$ cat src/rtl/pipeline_pkg.sv
// Shared definitions for the pipeline hazard controller:
// opcode constants, FSM encoding and the control bundle.
package pipeline_pkg;

   localparam int         OPCODE_W_DEF    = 4;
   localparam int         REG_W_DEF       = 3;
   localparam logic [3:0] OP_LOAD_DEF     = 4'd0;
   localparam logic [3:0] OP_STORE_DEF    = 4'd1;
   localparam int         MEM_TIMEOUT_DEF = 15;

   typedef enum logic {
      RUN      = 1'b0,
      MEM_WAIT = 1'b1
   } state_e;

   typedef struct packed {
      logic pc_en;
      logic ifid_en;
      logic idex_en;
      logic exmem_en;
      logic memwb_en;
      logic ifid_flush;
      logic idex_flush;
      logic memwb_flush;
   } ctrl_t;

   function automatic ctrl_t ctrl_flow();
      ctrl_t c;
      c             = '0;
      c.pc_en       = 1'b1;
      c.ifid_en     = 1'b1;
      c.idex_en     = 1'b1;
      c.exmem_en    = 1'b1;
      c.memwb_en    = 1'b1;
      return c;
   endfunction

   // Whole pipe held; a bubble is pushed into WB.
   function automatic ctrl_t ctrl_freeze();
      ctrl_t c;
      c             = '0;
      c.memwb_flush = 1'b1;
      return c;
   endfunction

endpackage

$ cat src/rtl/pipeline_hazard_controller_hazard_detect.sv
// hazard_detect: combinational load-use compare between the
// ID sources and the destination of a load sitting in EX.
// Ports: id_rs1/2, id_use_rs1/2, ex_opcode, ex_rd -> load_use.
module hazard_detect
   import pipeline_pkg::*;
#(
   parameter int                    OPCODE_W = OPCODE_W_DEF,
   parameter int                    REG_W    = REG_W_DEF,
   parameter logic [OPCODE_W-1:0]   OP_LOAD  = OPCODE_W'(OP_LOAD_DEF)
) (
   input  logic [REG_W-1:0]    id_rs1,
   input  logic [REG_W-1:0]    id_rs2,
   input  logic                id_use_rs1,
   input  logic                id_use_rs2,
   input  logic [OPCODE_W-1:0] ex_opcode,
   input  logic [REG_W-1:0]    ex_rd,
   output logic                load_use
);

   logic hit1;
   logic hit2;

   always_comb begin
      hit1     = id_use_rs1 && (id_rs1 == ex_rd);
      hit2     = id_use_rs2 && (id_rs2 == ex_rd);
      load_use = (ex_opcode == OP_LOAD) && (hit1 || hit2);
   end

endmodule

$ cat src/rtl/pipeline_hazard_controller.sv
// Stall/flush sequencer for the 5-stage pipeline: load-use,
// branch squash, multi-cycle data memory with timeout.
// Ports: clock/reset, ID/EX/MEM observation inputs, mem_ack;
// register enables/flushes, mem_req, mem_error, stall_count.
module pipeline_hazard_controller
   import pipeline_pkg::*;
#(
   parameter int                  OPCODE_W    = OPCODE_W_DEF,
   parameter int                  REG_W       = REG_W_DEF,
   parameter logic [OPCODE_W-1:0] OP_LOAD     = OPCODE_W'(OP_LOAD_DEF),
   parameter logic [OPCODE_W-1:0] OP_STORE    = OPCODE_W'(OP_STORE_DEF),
   parameter int                  MEM_TIMEOUT = MEM_TIMEOUT_DEF
) (
   input  logic                clock,
   input  logic                reset,
   input  logic [REG_W-1:0]    id_rs1,
   input  logic [REG_W-1:0]    id_rs2,
   input  logic                id_use_rs1,
   input  logic                id_use_rs2,
   input  logic [OPCODE_W-1:0] ex_opcode,
   input  logic [REG_W-1:0]    ex_rd,
   input  logic                branch_taken,
   input  logic [OPCODE_W-1:0] mem_opcode,
   input  logic                mem_ack,
   output logic                pc_en,
   output logic                ifid_en,
   output logic                idex_en,
   output logic                exmem_en,
   output logic                memwb_en,
   output logic                ifid_flush,
   output logic                idex_flush,
   output logic                memwb_flush,
   output logic                mem_req,
   output logic                mem_error,
   output logic [15:0]         stall_count
);

   localparam int CNT_W = $clog2(MEM_TIMEOUT + 1);

   state_e           state_q, state_d;
   logic [CNT_W-1:0] wait_cnt_q, wait_cnt_d;
   logic             mem_error_q, mem_error_d;
   logic [15:0]      stall_count_q, stall_count_d;

   logic  load_use;
   logic  is_mem;
   logic  req;
   ctrl_t rel;
   ctrl_t ctrl;

   hazard_detect #(
      .OPCODE_W (OPCODE_W),
      .REG_W    (REG_W),
      .OP_LOAD  (OP_LOAD)
   ) u_hazard (
      .id_rs1     (id_rs1),
      .id_rs2     (id_rs2),
      .id_use_rs1 (id_use_rs1),
      .id_use_rs2 (id_use_rs2),
      .ex_opcode  (ex_opcode),
      .ex_rd      (ex_rd),
      .load_use   (load_use)
   );

   always_comb begin
      is_mem = (mem_opcode == OP_LOAD) || (mem_opcode == OP_STORE);

      // Normal-flow decode; also used on the cycle a memory stall
      // ends, so a branch/load-use held in EX is acted on then.
      rel = ctrl_flow();
      if (branch_taken) begin
         rel.ifid_flush = 1'b1;
         rel.idex_flush = 1'b1;
      end else if (load_use) begin
         rel.pc_en      = 1'b0;
         rel.ifid_en    = 1'b0;
         rel.idex_flush = 1'b1;
      end

      ctrl          = rel;
      req           = 1'b0;
      state_d       = state_q;
      wait_cnt_d    = wait_cnt_q;
      mem_error_d   = mem_error_q;

      unique case (state_q)
         RUN: begin
            if (is_mem) begin
               req = 1'b1;
               if (!mem_ack) begin
                  ctrl       = ctrl_freeze();
                  state_d    = MEM_WAIT;
                  wait_cnt_d = CNT_W'(1);
               end
            end
         end
         MEM_WAIT: begin
            if (mem_ack) begin
               req        = 1'b1;
               state_d    = RUN;
               wait_cnt_d = '0;
            end else if (wait_cnt_q == CNT_W'(MEM_TIMEOUT)) begin
               // Access abandoned: let the pipe move on and
               // keep the missing result out of WB.
               ctrl.memwb_flush = 1'b1;
               mem_error_d      = 1'b1;
               state_d          = RUN;
               wait_cnt_d       = '0;
            end else begin
               req        = 1'b1;
               ctrl       = ctrl_freeze();
               wait_cnt_d = wait_cnt_q + CNT_W'(1);
            end
         end
         default: begin
            state_d = RUN;
         end
      endcase

      stall_count_d = stall_count_q;
      if (!ctrl.pc_en && (stall_count_q != 16'hFFFF)) begin
         stall_count_d = stall_count_q + 16'd1;
      end
   end

   always_ff @(posedge clock or posedge reset) begin
      if (reset) begin
         state_q       <= RUN;
         wait_cnt_q    <= '0;
         mem_error_q   <= 1'b0;
         stall_count_q <= '0;
      end else begin
         state_q       <= state_d;
         wait_cnt_q    <= wait_cnt_d;
         mem_error_q   <= mem_error_d;
         stall_count_q <= stall_count_d;
      end
   end

   // Reset forces every register open and flushed, no request.
   always_comb begin
      if (reset) begin
         pc_en       = 1'b1;
         ifid_en     = 1'b1;
         idex_en     = 1'b1;
         exmem_en    = 1'b1;
         memwb_en    = 1'b1;
         ifid_flush  = 1'b1;
         idex_flush  = 1'b1;
         memwb_flush = 1'b1;
         mem_req     = 1'b0;
      end else begin
         pc_en       = ctrl.pc_en;
         ifid_en     = ctrl.ifid_en;
         idex_en     = ctrl.idex_en;
         exmem_en    = ctrl.exmem_en;
         memwb_en    = ctrl.memwb_en;
         ifid_flush  = ctrl.ifid_flush;
         idex_flush  = ctrl.idex_flush;
         memwb_flush = ctrl.memwb_flush;
         mem_req     = req;
      end
      mem_error   = mem_error_q;
      stall_count = stall_count_q;
   end

endmodule

$ cat config.mk
export PLATFORM = sky130hd
export DESIGN_NAME = pipeline_hazard_controller
export DESIGN_NICKNAME = d
export VERILOG_FILES = /design/src/rtl/pipeline_pkg.sv /design/src/rtl/pipeline_hazard_controller_hazard_detect.sv /design/src/rtl/pipeline_hazard_controller.sv
export SDC_FILE = /design/constraint.sdc
export NUM_CORES = 1
export LEC_CHECK = 0
export CORE_MARGIN = 4
export CORE_UTILIZATION = 40
export CTS_CLUSTER_SIZE = 24
export DETAILED_ROUTE_END_ITERATION = 8
export HOLD_SLACK_MARGIN = 0.06
export PLACE_DENSITY = 0.71
export SYNTH_ARGS = -nofsm -noshare
export SYNTH_HDL_FRONTEND = slang
export SYNTH_SLANG_ARGS = --single-unit
$ cat constraint.sdc
create_clock -name clock -period 4.3 [get_ports clock]
set_input_delay 0.86 -clock clock [delete_from_list [all_inputs] [get_ports clock]]
set_output_delay 0.86 -clock clock [all_outputs]
set_load 0.03 [all_outputs]
Word level (Yosys, flattened, before mapping)

Index checks and enable logic that the tools add are counted.

Register bits after elaboration: 22
Output and inout bits: 26
Logic and storage cells: 58
Bits of input ports: 23

Equality and inequality tests: 7
Bitwise logic cells: 2
Reduce and logical (&&, ||, !) cells: 11
Add/sub/neg operators: 2
Multiplexer cells: 32

Operators by type and width:

| operator                                                         | count |
|---|---|
| 8-bit 2-to-1 mux                                                 | 3 |
| 1-bit 2-to-1 mux                                                 | 18 |
| 16-bit by 1-bit adder with 16-bit output (second input constant) | 1 |
| 4-bit 2-to-1 mux                                                 | 4 |
| 16-bit inequality test (second input constant)                   | 1 |
| 8-bit one-hot mux with 2 select lines                            | 1 |
| 4-bit logical NOT                                                | 2 |
| 4-bit one-hot mux with 2 select lines                            | 1 |
| 7-bit 2-to-1 mux                                                 | 1 |
| 3-bit == test                                                    | 2 |
| 4-bit by 1-bit adder with 4-bit output (second input constant)   | 1 |
| 4-bit by 1-bit == test with 1-bit output (second input constant) | 1 |
| 4-bit == test (second input constant)                            | 1 |
| 1-bit logical AND                                                | 4 |
| 2-bit 2-to-1 mux                                                 | 2 |
| 2-bit inequality test (second input constant)                    | 2 |
| 1-bit one-hot mux with 2 select lines                            | 2 |
| 3-bit AND reduction                                              | 1 |
| 1-bit logical OR                                                 | 2 |
| 1-bit NOT                                                        | 2 |
| 2-bit AND reduction                                              | 1 |
| 1-bit logical NOT                                                | 1 |

Depth between registers and ports, before layout

Gate-level depths: netlist of the first run.

Depth after elaboration: 11
Mapped depth: 8
Depth with buffers taken out: 6

Cells and area by module

A second synthesis of the first run with hierarchy kept.

Cell total of the unflattened synthesis: 131
Area total of the unflattened synthesis: 1362.6 um^2

By module, submodules not included:

| module                     | instances | area an instance (um^2) | cells an instance |
|---|---|---|---|
| pipeline_hazard_controller | 1         | 1285.0                  | 121 |
| hazard_detect              | 1         | 77.6                    | 10 |

Worst setup path after synthesis of the first run

No wires, ideal clock.

Kind: input port to output port
Start: input port ex_opcode[1]
End: output port pc_en
Setup slack: 0.822 ns
Stages: 5
Data arrival time: 2.618 ns
Path through: or4_4 -> a211oi_4 -> buf_6 -> o21ai_0 -> buf_4

Longest elaborated chain between the ends: 8

RTL lines:

| what                                                 | line                                                                | text |
|---|---|---|
| start: declaration                                   | pipeline_hazard_controller.sv:20                                    | `input logic [OPCODE_W-1:0] ex_opcode,` |
| 4-bit logical NOT *                                  | pipeline_hazard_controller_hazard_detect.sv:26                      | `load_use = (ex_opcode == OP_LOAD) && (hit1 \|\| hit2);` |
| 1-bit logical AND *                                  | pipeline_hazard_controller_hazard_detect.sv:26                      |  |
| 2-bit 2-to-1 mux *                                   | pipeline_hazard_controller.sv:74                                    | `end else if (load_use) begin` |
| 2-bit 2-to-1 mux *                                   | pipeline_hazard_controller.sv:71                                    | `if (branch_taken) begin` |
| 7-bit 2-to-1 mux or 8-bit 2-to-1 mux (tied branches) | pipeline_hazard_controller.sv:102, pipeline_hazard_controller.sv:90 |  |
| 8-bit 2-to-1 mux, on equally long branches           | pipeline_hazard_controller.sv:98, pipeline_hazard_controller.sv:88  |  |
| 8-bit one-hot mux with 2 select lines *              | pipeline_hazard_controller.sv:86                                    | `unique case (state_q)` |
| 1-bit 2-to-1 mux *                                   | pipeline_hazard_controller.sv:142                                   | `if (reset) begin` |
| end: declaration                                     | pipeline_hazard_controller.sv:25                                    | `output logic pc_en,` |

Every way passes the cells marked *; elsewhere a longest branch is shown, timed or not.

Worst setup path after layout of the first run

Start: input port mem_ack
End: output port ifid_en

Longest elaborated chain between the ends: 4

RTL lines:

| what                                    | line                              | text |
|---|---|---|
| start: declaration                      | pipeline_hazard_controller.sv:24  | `input logic mem_ack,` |
| 8-bit 2-to-1 mux                        | pipeline_hazard_controller.sv:90  | `if (!mem_ack) begin` |
| 8-bit 2-to-1 mux                        | pipeline_hazard_controller.sv:88  | `if (is_mem) begin` |
| 8-bit one-hot mux with 2 select lines * | pipeline_hazard_controller.sv:86  |  |
| 1-bit 2-to-1 mux *                      | pipeline_hazard_controller.sv:142 |  |
| end: declaration                        | pipeline_hazard_controller.sv:26  | `output logic ifid_en,` |

Marked as above.

==> results.ini, run 1 <==
[grt]
antenna_found_initial = 0
gr-usage-all-layers_pct = 14.6
grt_overflow_total = 0
grt_pass1_wl_mm = 5.02
grt_max_degree = 21
first_global_vias = 1146

[clock_network]
clock-sinks = 22
cts_resized = 0
clockBufferDepth = 2
post_cts_buffers = 0
cts_hold_buf = 0
cts-root-buf = clkbuf_4
tritoncts = done
cts_max_level = 1
clk_pin_slew_ns = 0.13
clock_latency_ns = 0.31
cts-buffers-inserted = 3

[pwr]
swShare_pct = 34.7
p_comb_share_pct = 33.3
max-vdd-ir-drop_mv = 0.170
power.clock.fraction_pct = 20.0
p_leak_nw = 0.727
p_int_mw = 0.376
power.density_nw_per_um2 = 314
power.switching_mw = 0.200
power_frac_seq_pct = 46.7

[cells_and_area]
final_nets = 202
drive_above_1_share_pct = 7.95
n_antenna_cell = 0
area_growth_pct = 41.3
fin_area_um2 = 1830

[floorplan]
rows = 20
io_pins = 49
placeableCoreArea_um2 = 3080
die_w_um = 64.9
initial_utilization_pct = 42.1
die_h_um = 64.9
fp.dieArea_um2 = 4220

[route]
drt_pass1_iterations = 4
routedWlPerCell_um = 13.3
via_count = 1188
wl_mm = 2.92
ant_nets = 0
route.detailed.drc = 0
drtIter0Drc = 57
vias_per_cell = 5.40

[yosys]
post_synth.cell_area_avg_um2 = 10.0
syn_inst = 129
synth_warnings = 0
synth_area_leaders = dfrtp_1 (42%), xnor2_1 (12%), o211ai_1 (5.2%)
syn-cell-area_um2 = 1300
synth.top_cell.area_share_pct = 42.5
synthTopCellsByCount = dfrtp_1 (22), xnor2_1 (18), o21ai_0 (10), nor2_1 (9), o211ai_1 (9)
synth-async-reset-ratio_pct = 100
synth_edf_count = 0
yosysTopAreaCell = dfrtp_1
synth.ff_latch_count = 22
synth_nets = 154
ys.flop_type = dfrtp_1
yosysUniqueCellTypes = 32
ys_seq_area_share_pct = 42.5
yosysMostFrequentCell = dfrtp_1

[place]
portBuffers = 47
placed_area_um2 = 1800
gp_routability_congestion = 0.789
dpl.hpwl_mm = 2.30

[setup_path]
crit_fanout = 20
path_cells = clkdlybuf4s50_1 > nor2b_1 > nand2_1 > o21ai_1 > buf_4 > o21ai_0 > clkdlybuf4s50_1
startpoint_type = input port
worstPathRequired_ns = 3.44
worstPathArrival_ns = 2.93
cp-startpoint = mem_ack
criticalPathCategory = in -> out
reg2reg_slack_ns = 1.97
reg2reg_depth = 6
cpMostUsedCell = clkdlybuf4s50_1
critPathMaxStageDelay_ns = 0.74
endpoint_kind = primary output
timing.rr.end = stall_count[1]
critical_path.slowest_cell = clkdlybuf4s50_1
r2r_start = stall_count[0]
crit_end = ifid_en

[sta]
fin_crit_ns = 3.79
final.setup.tns_ns = 0
drv_slew = 0
slew_headroom_pct = 62.5
tightest_slew_ns = 0.561
report.final.hold_viol_count = 0
rsz0062_at_grt = false
period_share_pct = 88.1
max_freq_ghz = 0.264
final-setup-viol-count = 0
fin_skew_ns = 0.0104

[job]
drv_cap = 0

[outcome]
status = complete, no violations

[min_path]
min_path_type = reg -> reg

[routing by layer]
metal,GRT usage (%),wire length (um),vias up
met3,4.33,194,2
met2,25.8,1470,33
li1,-,-,568
met1,17.4,1250,585
met5,0,0,-
met4,3.17,11,0
[per-stage QoR]
stage	util, %	setup WS, ns	hold slack [ns]	std cells	total power [mW]
after global routing	59.5	0.354	0.514	220	0.604
after detailed placement	58.3	0.526	0.459	216	0.465
after global placement	58.3	0.579	0.452	216	0.461
after CTS	59.5	0.487	0.490	220	0.580
final	59.5	0.511	0.483	220	0.576
after floorplan	-	0.822	0.451	129	0.375
[placed cells by master, fill, tap and decap left out, types with 4 or more instances in the layout]
cell type,netlist,layout
nand3_1,4,4
o21ai_0,10,9
xnor2_1,18,18
nand2_1,6,6
o2111ai_1,4,4
inv_1,5,5
and3_1,6,6
nand4_1,5,5
clkdlybuf4s50_1,0,47
nor2_1,9,9
dfrtp_1,22,22
o211ai_1,9,9
[worst max-delay path, delay by kind of cell]
kind / cells / cell delay [ns]
AOI/OAI and AO/OA: 2 / 0.35
buffers and inverters: 3 / 1.50
and+or+nand+nor: 2 / 0.22
[power by group through the flow]
stage	clock network (mW)	registers [mW]	logic [mW]
5_1_grt	0.126	0.274	0.204
4_1_cts	0.118	0.268	0.194
3_3_place_gp	0	0.271	0.190
6_report	0.115	0.269	0.192
2_1_floorplan	0	0.305	0.0695
3_5_place_dp	0	0.271	0.193
[cell type report]
cell class                      count  area [um2]
Clock buffer                        4        36.3
Tap cell                           44        55.1
Timing Repair Buffer               50         493
Sequential cell                    22         551
Multi-Input combinational cell     95         678
Fill cell                         261        1250
Inverter                            5        18.8
[sequential cells by signal (all words and copies together), names as in the netlist]
signal and cells:
mem_error 1, stall_count 16, state_q 1, wait_cnt_q 4
[cells by family after synthesis]
group | Yosys count | synth area share, %
AOI/OAI and AO/OA | 30 | 17.0
muxes | 4 | 3.28
DFF | 22 | 42.5
adders and majority gates | 2 | 1.93
xor gates and xnor gates | 18 | 12.2
and+or+nand+nor | 41 | 18.0
buffers and inverters | 12 | 5.21
[worst min path at each step]
stage	from	endpoint	slack, ns	cells after the start
floorplan	wait_cnt_q[3]	wait_cnt_q[3]	0.45	1
global placement	mem_error	mem_error	0.45	1
detailed placement	mem_error	mem_error	0.46	1
CTS	mem_error	mem_error	0.49	1
global route	wait_cnt_q[3]	wait_cnt_q[3]	0.51	1
finish	mem_error	mem_error	0.48	1
Power figures use the tool's default switching activity.
==> run 2, diff against run 1 <==
CORE_MARGIN = 8   (was 4)
SKIP_CTS_REPAIR_TIMING = 1   (was unset)
clock period = 3.75 ns   (was 4.3 ns; I/O delays follow)
==> run 2 against run 1 <==
Against the previous run:
- worst setup slack lost 0.26 ns
- design area grew 0.41%
- core utilization grew 0.24 points
- register-to-register slack lost 0.60 ns
- total power grew 15%
- wire length grew 13%
- non-clock buffer count grew 1
- clock skew grew 0.0046 ns
- clock power grew 14%
- largest power group unchanged
==> results.ini, run 2 (synthesized netlist as in run 1, its figures left out) <==
[setup_path]
worstPathArrival_ns = 2.75  ; -0.18 ns
timing.rr.end = stall_count[1]
crit_end = idex_flush
reg2reg_slack_ns = 1.37  ; -0.60 ns
cp.depth = 6  ; -1
path_cells = clkdlybuf4s50_1 > or4_4 > a21oi_1 > nor2_1 > o21ai_0 > clkdlybuf4s50_1
endpoint_kind = primary output
crit_buf_inv = 2  ; -1
worstPathRequired_ns = 3.00  ; -0.44 ns
cpMostUsedCell = clkdlybuf4s50_1
criticalPathCategory = in -> out
critical_path.slowest_cell = clkdlybuf4s50_1
reg2reg_depth = 6  ; unchanged
r2r_start = stall_count[0]
crit_fanout = 2  ; -90%
cp-startpoint = ex_opcode[1]
startpoint_type = input port
cp_top_family = buffers and inverters
critPathMaxStageDelay_ns = 0.70  ; -0.04 ns

[sta]
hold_ws_ns = 0.479  ; -0.00415 ns
final.setup.tns_ns = 0  ; unchanged
tightest_slew_ns = 0.573  ; +0.0119 ns
final-setup-viol-count = 0  ; unchanged
fin_skew_ns = 0.0149  ; +0.00457 ns
drv_slew = 0  ; unchanged
max_freq_ghz = 0.286
rsz0062_at_grt = false
fin_crit_ns = 3.50
period_share_pct = 93.3
slew_headroom_pct = 61.7  ; -0.80 points
report.final.hold_viol_count = 0  ; unchanged

[cells_and_area]
mostFrequentLayoutCells = clkdlybuf4s50_1 (47), dfrtp_1 (22), xnor2_1 (18)
largest_register_ffs = 16  ; unchanged
n_antenna_cell = 0  ; unchanged
postLayoutCoreUtil_pct = 59.8  ; +0.24 points
fin_area_um2 = 1840  ; +0.41%
final_nets = 203  ; +0.50%
layout_commonest_cell = clkdlybuf4s50_1
drive_above_1_share_pct = 8.47  ; +0.52 points
area_growth_pct = 41.9

[clock_network]
cts_max_level = 1  ; unchanged
cts-root-buf = clkbuf_4
tritoncts = done
cts-buffers-inserted = 3  ; unchanged
clk_pin_slew_ns = 0.11  ; -0.02 ns
clockBufferDepth = 2  ; unchanged
clock_latency_ns = 0.31  ; about the same
clock-sinks = 22  ; unchanged

[job]
drv_cap = 0  ; unchanged

[place]
gp_routability_congestion = 0.812  ; +2.8%
portBuffers = 47  ; unchanged
placed_area_um2 = 1800  ; +0.42%
dpl.hpwl_mm = 2.65  ; +16%

[route]
via_count = 1170  ; -1.5%
drt_pass1_iterations = 4  ; unchanged
drtIter0Drc = 43  ; -25%
ant_nets = 0  ; unchanged
route.detailed.drc = 0  ; unchanged
vias_per_cell = 5.29  ; -2.0%
wl_mm = 3.29  ; +13%
routedWlPerCell_um = 14.9  ; +12%

[grt]
use_met2_pct = 22.7  ; -3.1 points
grt_overflow_total = 0  ; unchanged
gr-usage-all-layers_pct = 13.5  ; -1.1 points
grt_pass1_wl_mm = 5.74  ; +14%
gr-usage-met1_pct = 15.0  ; -2.4 points
antenna_found_initial = 0  ; unchanged
first_global_vias = 1277  ; +11%
grtUsageMet3_pct = 5.63  ; +1.3 points
grt-busiest-layer = met2
grt_max_degree = 17  ; -19%

[floorplan]
placeableCoreArea_um2 = 3080  ; unchanged
initial_utilization_pct = 42.1  ; unchanged
die_h_um = 72.9  ; +12%
die_w_um = 72.9  ; +12%
fp.dieArea_um2 = 5320  ; +26%
rows = 20  ; unchanged
io_pins = 49  ; unchanged

[pwr]
max-vdd-ir-drop_mv = 0.189  ; +11%
power.density_nw_per_um2 = 361  ; +15%
p_leak_nw = 0.731  ; +0.66%

[min_path]
min_path_type = reg -> reg
hold_depth = 1  ; unchanged

[outcome]
status = complete, no violations

[run 2: final cells by class]
type	count	area, um2
clock buffers	4	36.3
fillers	285	1240
inverters	5	18.8
multi-input cells	95	678
flip-flops and latches	22	551
well taps	44	55.1
repair buffers	51	500
[run 2: routing by layer]
| layer | part of all wire (%) | vias up | wire length, um |
|---|---|---|---|
| li1 | - | 564 | - |
| met1 | 42 | 565 | 1370 |
| met2 | 49 | 39 | 1610 |
| met3 | 8.8 | 2 | 289 |
| met4 | 0.46 | 0 | 15 |
| met5 | 0 | - | 0 |
[run 2: how the worst min path moves through the flow]
| stage | from | to | slack, ns |
|---|---|---|---|
| finish | mem_error | mem_error | 0.48 |
| global route | wait_cnt_q[3] | wait_cnt_q[3] | 0.51 |
| CTS | mem_error | mem_error | 0.48 |
| detailed placement | mem_error | mem_error | 0.45 |
| global placement | mem_error | mem_error | 0.45 |
| floorplan | wait_cnt_q[3] | wait_cnt_q[3] | 0.45 |
[run 2: power by group]
group | total [mW] | internal [mW] | switching, mW
Combinational | 0.225 | 0.106 | 0.119
Sequential | 0.308 | 0.267 | 0.0410
Clock | 0.131 | 0.0593 | 0.0721
Total | 0.665 | 0.433 | 0.232
[run 2: stage by stage]
step | total power, mW | setup slack [ns] | cells
floorplan | 0.430 | 0.492 | 129
global route | 0.705 | 0.113 | 221
detailed placement | 0.542 | 0.246 | 217
finish | 0.665 | 0.252 | 221
global placement | 0.530 | 0.268 | 217
CTS | 0.674 | 0.224 | 221
==> run 3, diff against run 2 <==
CORE_UTILIZATION = 39   (was 40)
PLACE_DENSITY = 0.72   (was 0.71)
clock period = 3 ns   (was 3.75 ns; I/O delays follow)
==> run 3 against run 2 <==
Against the previous run:
- count of clock-buffer cells in the layout decreased by 1
- core utilization is 1.7 points lower
- wire length increased by 0.79%
==> results.ini, run 3 (synthesized netlist as in run 1, its figures left out) <==
[grt]
antenna_found_initial = 0  ; unchanged
first_global_vias = 1133  ; -11%
grt-busiest-layer = met2
grt_overflow_total = 0  ; unchanged
grtUsageMet3_pct = 5.18  ; -0.45 points
gr-usage-met1_pct = 14.7  ; -0.28 points
gr-usage-all-layers_pct = 12.5  ; -1.0 points
use_met2_pct = 20.5  ; -2.2 points
grt_max_degree = 18  ; +1
grt_pass1_wl_mm = 5.33  ; -7.2%

[route]
drtIter0Drc = 32  ; -26%
route.detailed.drc = 0  ; unchanged
routedWlPerCell_um = 14.7  ; -1.4%
drt_pass1_iterations = 4  ; unchanged
ant_nets = 0  ; unchanged
via_count = 1162  ; -0.68%
wl_mm = 3.31  ; +0.79%
vias_per_cell = 5.14  ; -2.9%

[clock_network]
tritoncts = done
cts-root-buf = clkbuf_4
cts-buffers-inserted = 3  ; unchanged
clockBufferDepth = 2  ; unchanged
cts_max_level = 1  ; unchanged
clk_pin_slew_ns = 0.13  ; +0.02 ns
clock_latency_ns = 0.31  ; about the same
clock-sinks = 22  ; unchanged

[pwr]
p_leak_nw = 0.759  ; +3.8%
max-vdd-ir-drop_mv = 0.368  ; +95%
p_total_mw = 0.891  ; +34%
power.density_nw_per_um2 = 471  ; +30%

[sta]
fin_crit_ns = 2.84
layout_setup_ws_ns = 0.157  ; -0.0954 ns
drv_slew = 0  ; unchanged
tightest_slew_ns = 0.484  ; -0.0895 ns
fin_skew_ns = 0.00527  ; -0.00967 ns
report.final.hold_viol_count = 0  ; unchanged
max_freq_ghz = 0.352
rsz0062_at_grt = false
period_share_pct = 94.8
final-setup-viol-count = 0  ; unchanged
slew_headroom_pct = 67.5  ; +5.8 points

[job]
drv_cap = 0  ; unchanged

[min_path]
min_path_type = reg -> reg

[setup_path]
worstPathArrival_ns = 2.24  ; -0.51 ns
startpoint_type = input port
endpoint_kind = primary output
worstPathRequired_ns = 2.40  ; -0.60 ns
criticalPathCategory = in -> out
crit_fanout = 2  ; unchanged

[floorplan]
die_h_um = 73.7  ; +0.99%
die_w_um = 73.7  ; +0.99%
placeableCoreArea_um2 = 3260  ; +5.9%
rows = 21  ; +5.0%
fp.dieArea_um2 = 5420  ; +2.0%
initial_utilization_pct = 39.8  ; -2.3 points
io_pins = 49  ; unchanged

[cells_and_area]
drive_above_1_share_pct = 10.6  ; +2.1 points
final_nets = 206  ; +1.5%
n_antenna_cell = 0  ; unchanged
area_growth_pct = 46.0
largest_register_ffs = 16  ; unchanged
fillers = 319  ; +12%
mostFrequentLayoutCells = clkdlybuf4s50_1 (40), dfrtp_1 (22), xnor2_1 (18)
layout_commonest_cell = clkdlybuf4s50_1

[place]
place_ws_ns = -0.151  ; -0.397 ns
dpl.hpwl_mm = 2.63  ; -0.64%
gp_routability_congestion = 0.852  ; +5.0%
portBuffers = 47  ; unchanged

[outcome]
status = complete, no violations

## run 3: path summary, 6_finish.rpt
check,from,endpoint,slack [ns],cells after the start
max in group asynchronous,reset,stall_count[14],2.04,3
setup reg to reg,stall_count[0],stall_count[1],0.89,6
min in group asynchronous,reset,wait_cnt_q[2],0.70,3
hold / removal,mem_error,mem_error,0.48,1
hold reg to reg,mem_error,mem_error,0.48,1
setup / recovery,mem_opcode[1],mem_req,0.16,5
## run 3: cell type report
| class | instances | area, um2 | area share [%] |
|---|---|---|---|
| clock inverter | 1 | 30.0 | 1.59 |
| multi-input combinational | 95 | 678 | 35.8 |
| timing repair buffer | 54 | 536 | 28.3 |
| inverter | 5 | 18.8 | 0.991 |
| clock buffer | 3 | 22.5 | 1.19 |
| tap | 46 | 57.6 | 3.04 |
| sequential | 22 | 551 | 29.1 |
## run 3: through the flow
| step | setup TNS (ns) | hold WS, ns | area (um2) | instances | utilization (%) |
|---|---|---|---|---|---|
| after floorplan | 0 | 0.451 | 1300 | 129 | - |
| after global placement | -0.426 | 0.456 | 1830 | 222 | 56.0 |
| after detailed placement | -0.596 | 0.455 | 1830 | 222 | 56.0 |
| after CTS | -0.639 | 0.484 | 1880 | 226 | 57.6 |
| after global routing | 0 | 0.492 | 1890 | 226 | 58.1 |
| final | 0 | 0.478 | 1890 | 226 | 58.1 |
## run 3: critical path, cell delays in order
cell             delay [ns]
clkdlybuf4s50_1        0.42
nor3_1                 0.26
nor2_1                 0.08
nor3_1                 0.18
clkdlybuf4s50_1        0.70
## run 3: power breakdown
part           leakage, nW  switching, mW  internal [mW]  total [mW]
clock network       0.0279         0.0927          0.135       0.228
registers            0.287         0.0526          0.334       0.387
logic                0.444          0.145          0.132       0.277
total                0.759          0.290          0.601       0.891
## run 3: routing by layer
layer,vias to the layer above,wire (um)
met2,29,1660
met5,-,0
li1,577,-
met3,3,259
met1,553,1380
met4,0,15
